===== src/rtl/ahb_lite_master_if.sv =====
// Command/response stream plus AHB-Lite bus signals of the single-master initiator.
// The master modport is the initiator's view; the slave modport is the far side.
interface ahb_lite_master_if #(
    parameter int AW = 32
) ();
    logic          cmd_valid;
    logic          cmd_ready;
    logic          cmd_write;
    logic [AW-1:0] cmd_addr;
    logic [1:0]    cmd_size;
    logic [31:0]   cmd_wdata;

    logic          rsp_valid;
    logic [31:0]   rsp_rdata;
    logic          rsp_err;
    logic          idle;

    logic [AW-1:0] HADDR;
    logic [1:0]    HTRANS;
    logic          HWRITE;
    logic [2:0]    HSIZE;
    logic [2:0]    HBURST;
    logic [3:0]    HPROT;
    logic          HMASTLOCK;
    logic [31:0]   HWDATA;
    logic [31:0]   HRDATA;
    logic          HREADY;
    logic          HRESP;

    modport master (
        input  cmd_valid, cmd_write, cmd_addr, cmd_size, cmd_wdata,
        output cmd_ready,
        output rsp_valid, rsp_rdata, rsp_err, idle,
        output HADDR, HTRANS, HWRITE, HSIZE, HBURST, HPROT, HMASTLOCK, HWDATA,
        input  HRDATA, HREADY, HRESP
    );

    modport slave (
        output cmd_valid, cmd_write, cmd_addr, cmd_size, cmd_wdata,
        input  cmd_ready,
        input  rsp_valid, rsp_rdata, rsp_err, idle,
        input  HADDR, HTRANS, HWRITE, HSIZE, HBURST, HPROT, HMASTLOCK, HWDATA,
        output HRDATA, HREADY, HRESP
    );
endinterface


===== src/rtl/ahb_lite_master.sv =====
// AHB-Lite single-master initiator: valid/ready commands become pipelined NONSEQ
// single transfers with one in-order response per command.
module ahb_lite_master #(
    parameter int AW = 32
) (
    input  logic               HCLK,
    input  logic               HRESET,
    ahb_lite_master_if.master  bus
);
    localparam logic [1:0] HTRANS_IDLE   = 2'b00;
    localparam logic [1:0] HTRANS_NONSEQ = 2'b10;

    // address-phase register
    logic          a_valid;
    logic [AW-1:0] a_addr;
    logic          a_write;
    logic [1:0]    a_size;
    logic [31:0]   a_wdata;

    // data-phase register; hwdata doubles as the lane-replicated write data
    logic          d_valid;
    logic          d_write;
    logic [31:0]   hwdata;

    logic          rsp_valid_q;
    logic          rsp_err_q;
    logic [31:0]   rsp_rdata_q;

    logic          a_adv;
    logic          d_done;
    logic          cmd_ready_c;
    logic          accept;

    function automatic logic [31:0] lane_rep(input logic [1:0] size, input logic [31:0] w);
        case (size)
            2'd0:    return {4{w[7:0]}};
            2'd1:    return {2{w[15:0]}};
            default: return w;
        endcase
    endfunction

    assign a_adv       = a_valid & bus.HREADY & ~bus.HRESP;
    assign d_done      = d_valid & bus.HREADY;
    assign cmd_ready_c = ~HRESET & ~bus.HRESP & (~a_valid | bus.HREADY);
    assign accept      = bus.cmd_valid & cmd_ready_c;

    always_ff @(posedge HCLK or posedge HRESET) begin
        if (HRESET) begin
            a_valid     <= 1'b0;
            a_addr      <= '0;
            a_write     <= 1'b0;
            a_size      <= 2'd0;
            a_wdata     <= 32'h0;
            d_valid     <= 1'b0;
            d_write     <= 1'b0;
            hwdata      <= 32'h0;
            rsp_valid_q <= 1'b0;
            rsp_err_q   <= 1'b0;
            rsp_rdata_q <= 32'h0;
        end else begin
            // accept implies A is empty or leaving this edge, so A never overwrites a live command
            if (accept) begin
                a_valid <= 1'b1;
                a_addr  <= bus.cmd_addr;
                a_write <= bus.cmd_write;
                a_size  <= bus.cmd_size;
                a_wdata <= bus.cmd_wdata;
            end else if (a_adv) begin
                a_valid <= 1'b0;
            end

            if (a_adv) begin
                d_valid <= 1'b1;
                d_write <= a_write;
                hwdata  <= lane_rep(a_size, a_wdata);
            end else if (d_done) begin
                d_valid <= 1'b0;
            end

            rsp_valid_q <= d_done;
            rsp_err_q   <= d_done & bus.HRESP;
            if (d_done) begin
                rsp_rdata_q <= d_write ? 32'h0 : bus.HRDATA;
            end
        end
    end

    // an ERROR in the data phase masks the pending address phase for both cycles
    assign bus.HTRANS    = (a_valid & ~(d_valid & bus.HRESP)) ? HTRANS_NONSEQ : HTRANS_IDLE;
    assign bus.HADDR     = a_addr;
    assign bus.HWRITE    = a_write;
    assign bus.HSIZE     = {1'b0, a_size};
    assign bus.HBURST    = 3'b000;
    assign bus.HPROT     = 4'b0011;
    assign bus.HMASTLOCK = 1'b0;
    assign bus.HWDATA    = hwdata;

    assign bus.cmd_ready = cmd_ready_c;
    assign bus.rsp_valid = rsp_valid_q;
    assign bus.rsp_err   = rsp_err_q;
    assign bus.rsp_rdata = rsp_rdata_q;
    assign bus.idle      = ~a_valid & ~d_valid;
endmodule


===== src/flat_wrapper.sv =====
// flat-port wrapper written by rule: the top's interface ports become plain ports
module ahb_lite_master_flat 
#(
    parameter int AW = 32
)
  (HCLK, HRESET, bus_cmd_valid, bus_cmd_write, bus_cmd_addr, bus_cmd_size, bus_cmd_wdata, bus_cmd_ready, bus_rsp_valid, bus_rsp_rdata, bus_rsp_err, bus_idle, bus_HADDR, bus_HTRANS, bus_HWRITE, bus_HSIZE, bus_HBURST, bus_HPROT, bus_HMASTLOCK, bus_HWDATA, bus_HRDATA, bus_HREADY, bus_HRESP);
  ahb_lite_master_if #(.AW(AW)) bus_i ();
  input  logic HCLK;
  input  logic HRESET;
  input wire logic [$bits(bus_i.cmd_valid)-1:0] bus_cmd_valid;
  input wire logic [$bits(bus_i.cmd_write)-1:0] bus_cmd_write;
  input wire logic [$bits(bus_i.cmd_addr)-1:0] bus_cmd_addr;
  input wire logic [$bits(bus_i.cmd_size)-1:0] bus_cmd_size;
  input wire logic [$bits(bus_i.cmd_wdata)-1:0] bus_cmd_wdata;
  output wire logic [$bits(bus_i.cmd_ready)-1:0] bus_cmd_ready;
  output wire logic [$bits(bus_i.rsp_valid)-1:0] bus_rsp_valid;
  output wire logic [$bits(bus_i.rsp_rdata)-1:0] bus_rsp_rdata;
  output wire logic [$bits(bus_i.rsp_err)-1:0] bus_rsp_err;
  output wire logic [$bits(bus_i.idle)-1:0] bus_idle;
  output wire logic [$bits(bus_i.HADDR)-1:0] bus_HADDR;
  output wire logic [$bits(bus_i.HTRANS)-1:0] bus_HTRANS;
  output wire logic [$bits(bus_i.HWRITE)-1:0] bus_HWRITE;
  output wire logic [$bits(bus_i.HSIZE)-1:0] bus_HSIZE;
  output wire logic [$bits(bus_i.HBURST)-1:0] bus_HBURST;
  output wire logic [$bits(bus_i.HPROT)-1:0] bus_HPROT;
  output wire logic [$bits(bus_i.HMASTLOCK)-1:0] bus_HMASTLOCK;
  output wire logic [$bits(bus_i.HWDATA)-1:0] bus_HWDATA;
  input wire logic [$bits(bus_i.HRDATA)-1:0] bus_HRDATA;
  input wire logic [$bits(bus_i.HREADY)-1:0] bus_HREADY;
  input wire logic [$bits(bus_i.HRESP)-1:0] bus_HRESP;
  assign bus_i.cmd_valid = bus_cmd_valid;
  assign bus_i.cmd_write = bus_cmd_write;
  assign bus_i.cmd_addr = bus_cmd_addr;
  assign bus_i.cmd_size = bus_cmd_size;
  assign bus_i.cmd_wdata = bus_cmd_wdata;
  assign bus_cmd_ready = bus_i.cmd_ready;
  assign bus_rsp_valid = bus_i.rsp_valid;
  assign bus_rsp_rdata = bus_i.rsp_rdata;
  assign bus_rsp_err = bus_i.rsp_err;
  assign bus_idle = bus_i.idle;
  assign bus_HADDR = bus_i.HADDR;
  assign bus_HTRANS = bus_i.HTRANS;
  assign bus_HWRITE = bus_i.HWRITE;
  assign bus_HSIZE = bus_i.HSIZE;
  assign bus_HBURST = bus_i.HBURST;
  assign bus_HPROT = bus_i.HPROT;
  assign bus_HMASTLOCK = bus_i.HMASTLOCK;
  assign bus_HWDATA = bus_i.HWDATA;
  assign bus_i.HRDATA = bus_HRDATA;
  assign bus_i.HREADY = bus_HREADY;
  assign bus_i.HRESP = bus_HRESP;
  ahb_lite_master #(.AW(AW)) u_core (.HCLK(HCLK), .HRESET(HRESET), .bus(bus_i));
endmodule

===== config.mk =====
export PLATFORM = sky130hd
export DESIGN_NAME = ahb_lite_master_flat
export DESIGN_NICKNAME = d
export VERILOG_FILES = /design/src/rtl/ahb_lite_master_if.sv /design/src/rtl/ahb_lite_master.sv /design/src/flat_wrapper.sv
export SDC_FILE = /design/constraint.sdc
export NUM_CORES = 1
export LEC_CHECK = 0
export BUFFER_PORTS_ARGS = -buffer_cell sky130_fd_sc_hd__clkbuf_2
export CAP_MARGIN = 20
export CORE_MARGIN = 2
export CORE_UTILIZATION = 50
export DETAILED_ROUTE_END_ITERATION = 10
export PLACE_DENSITY = 0.91
export SLEW_MARGIN = 10
export SYNTH_ARGS = -nofsm -noshare
export SYNTH_HDL_FRONTEND = slang
export SYNTH_SLANG_ARGS = --single-unit

===== constraint.sdc =====
create_clock -name HCLK -period 9.5 [get_ports HCLK]
set_clock_uncertainty 0.1 [all_clocks]
set_input_delay 1.425 -clock HCLK [delete_from_list [all_inputs] [get_ports HCLK]]
set_output_delay 1.425 -clock HCLK [all_outputs]
set_load 0.05 [all_outputs]

==> results.py <==
metrics = {
    "global_routing": {
        "grt_pass1_vias": 4235,
        "grt_max_degree": 87,
        "grt-ovfl-total": 0,
        "grt_pass1_wl_mm": 20.1,
        "grt_usage_pct": 21.9,
        "antenna_found_initial": 0,
    },
    "cts": {
        "ctsResizeCount": 0,
        "clkLatencyLatePin_ns": 0.51,
        "post-cts-setup-buffers": 0,
        "htree_levels": 4,
        "hold_buffers": 0,
        "cts_buffers": 17,
        "clock_path_buffers": 2,
        "path_clk_slew_ns": 0.06,
        "root_buffer": "clkbuf_8",
        "cts_tree": "built",
        "clock_sinks": 136,
    },
    "worst_setup_path": {
        "crit_required_ns": 7.98,
        "endpoint": "bus_cmd_ready",
        "reg2reg_to": "u_core.a_wdata[26]",
        "path_class": "primary input to output pin",
        "worstSetupStartpoint": "bus_HREADY",
        "cp.arrival_ns": 2.23,
        "critPathLaunchType": "primary input",
        "timing.rr.start": "u_core.a_valid",
        "worst-path-max-fanout": 5,
        "reg2reg_depth": 3,
        "cp-end-kind": "output pin",
        "rrSetupSlack_ns": 7.46,
    },
    "floorplan": {
        "die_area_um2": 12000,
        "initial_core_util_pct": 51.3,
        "die_h_um": 110,
        "io_pins": 218,
        "fp.coreArea_um2": 10900,
        "fp.dieW_um": 110,
        "rows": 38,
    },
    "placement": {
        "port_buffers": 207,
        "place_congestion": 0.802,
        "dp_hpwl_mm": 9.27,
        "post-place-cells": 792,
        "dpl_cell_area_um2": 6660,
    },
    "sta": {
        "setup_viol": 0,
        "finalMaxSlewViolations": 0,
        "fin_crit_sh_pct": 39.5,
        "whs_ns": 0.382,
        "min_period_ns": 3.75,
        "final_hold_viol_count": 0,
        "rsz0062_at_grt": "false",
        "tns_ns": 0,
        "worst_pin_slew_ns": 0.914,
        "relSlewSlack_pct": 38.9,
        "fmax_ghz": 0.266,
    },
    "drt": {
        "routed_via_density": 5.12,
        "drtPass1Iterations": 7,
        "met2RoutedLength_mm": 6.34,
        "drcViolationCount": 0,
        "wl_met3_mm": 1.11,
        "wl_per_cell_um": 15.7,
        "vias": 4223,
        "routedLengthMet1_mm": 5.18,
        "top_layer": "met4",
        "drtIter0Drc": 171,
        "ant_nets": 0,
        "wirelength_mm": 13.0,
    },
    "synth": {
        "async_flop_share_pct": 100,
        "synthMuxAreaShare_pct": 16.4,
        "ys_seq_elements": 136,
        "netlist_area_um2": 5580,
        "yosys.area_share.simple_pct": 11.5,
        "synth_edf_count": 0,
        "syn_avg_cell_area_um2": 11.9,
        "synthAdderAreaFrac_pct": 0,
        "synth.distinct_cells": 26,
        "synth_top_family_by_area": "multiplexers",
        "synth_compound_area_share_pct": 6.90,
        "ys_seq_area_share_pct": 61.0,
        "synth_ff_type": "dfrtp_1",
        "ys_warn_count": 0,
        "synth_xor_area_share_pct": 0,
        "synth_area_leaders": "dfrtp_1, mux2_2, nand2_1",
        "synthCells": 471,
        "synth_top_cell_by_area": "dfrtp_1",
        "synth_top_cell_area_share_pct": 61.0,
    },
    "outcome": {
        "status": "complete, no violations",
    },
    "power": {
        "leakagePower_uw": 0.00371,
        "p_per_area_nw_per_um2": 343,
        "peakVddDrop_mv": 0.196,
    },
    "finish": {
        "antenna_cells": 0,
        "nets": 776,
        "syn_to_final_growth_pct": 30.6,
        "fin_cells": 825,
        "postLayoutCellArea_um2": 7290,
        "drive_gt1_share_pct": 43.5,
    },
    "min_path": {
        "hold_path.class": "register to register",
        "min_from": "u_core.bus.HWDATA[7]",
    },
    "run": {
        "cap_violations": 0,
    },
}
worst min-delay path by stage:
stage | endpoint | slack [ns] | depth (start not counted)
after floorplan | u_core.a_wdata[16] | 0.36 | 1
after global placement | u_core.bus.HWDATA[4] | 0.36 | 2
after detailed placement | u_core.bus.HWDATA[4] | 0.36 | 2
after CTS | u_core.bus.HWDATA[4] | 0.39 | 2
after global routing | u_core.a_wdata[16] | 0.41 | 1
final | u_core.bus.HWDATA[7] | 0.38 | 2
critical path, stage by stage:
cell and delay [ns]:
clkbuf_2 0.14, inv_2 0.08, a211oi_1 0.25, clkbuf_2 0.33
sequential cells by signal, indices dropped and copies added, names as in the netlist:
name,flops
u_core.bus.rsp_rdata,32
u_core.d_valid,1
u_core.bus.HADDR,32
u_core.bus.rsp_err,1
u_core.bus.HWDATA,32
u_core.a_size,2
u_core.bus.HWRITE,1
u_core.d_write,1
u_core.a_valid,1
u_core.bus.rsp_valid,1
u_core.a_wdata,32
area by class of cell:
| cell class | count | area [um2] |
|---|---|---|
| clock buffers | 21 | 469 |
| multi-input cells | 300 | 1980 |
| fillers | 797 | 3600 |
| well taps | 140 | 175 |
| clock inverters | 11 | 145 |
| repair buffers | 213 | 1090 |
| inverters | 4 | 20.0 |
| flip-flops and latches | 136 | 3400 |
per-stage QoR:
step / utilization [%] / setup slack, ns / total power (uW)
after floorplan: - / 4.34 / 1600
after detailed placement: 61.1 / 5.77 / 1850
final: 67.0 / 5.75 / 2500
after CTS: 66.8 / 5.78 / 2520
after global routing: 67.0 / 5.72 / 2620
after global placement: 61.1 / 5.78 / 1810
metal layers:
layer | track usage (%) | up-vias
met4 | 9.31 | 0
li1 | - | 1969
met3 | 7.41 | 27
met2 | 36.5 | 199
met5 | 0 | -
met1 | 25.9 | 2028
cell usage in the layout, fill, tap and decap left out:
| cell type | n |
|---|---|
| clkbuf_2 | 207 |
| dfrtp_1 | 136 |
| nand2_1 | 83 |
| o21ai_0 | 49 |
| mux2_2 | 48 |
| nand2b_1 | 33 |
| mux2_1 | 19 |
| mux2i_1 | 16 |
| clkbuf_16 | 16 |
| conb_1 | 10 |
| nand3b_1 | 9 |
| nor2_1 | 9 |
| a21oi_1 | 8 |
| a31oi_1 | 8 |
| clkbuf_8 | 5 |
| buf_4 | 5 |
| clkinv_2 | 3 |
| clkinvlp_4 | 3 |
| bufinv_16 | 3 |
| inv_1 | 2 |
| clkinv_4 | 2 |
| inv_2 | 1 |
| a2111oi_4 | 1 |
| and3b_1 | 1 |
| nor2_2 | 1 |
| nand2_2 | 1 |
| a211oi_1 | 1 |
| and3_1 | 1 |
| a21boi_0 | 1 |
| inv_6 | 1 |
| a21o_1 | 1 |
| buf_12 | 1 |
cells by family after synthesis:
kind of cell    after synthesis
mux                          83
flops                       136
other cells                   2
simple gates                138
compound gates               69
buf+inv                      43
power by group:
| group | leakage [uW] | total, uW | switching (uW) | internal (uW) |
|---|---|---|---|---|
| registers | 0.00166 | 878 | 123 | 755 |
| clock network | 0.000296 | 666 | 239 | 427 |
| logic | 0.00175 | 959 | 723 | 237 |
| total | 0.00371 | 2500 | 1090 | 1420 |
synth_stat cells, types with 9 or more instances:
cell type	instances
mux2i_1	16
clkbuf_1	18
nor2_1	9
nand3b_1	9
nand2b_1	33
nand2_1	84
dfrtp_1	136
mux2_1	19
o21ai_0	49
buf_4	11
mux2_2	48
Power figures use the tool's default switching activity.
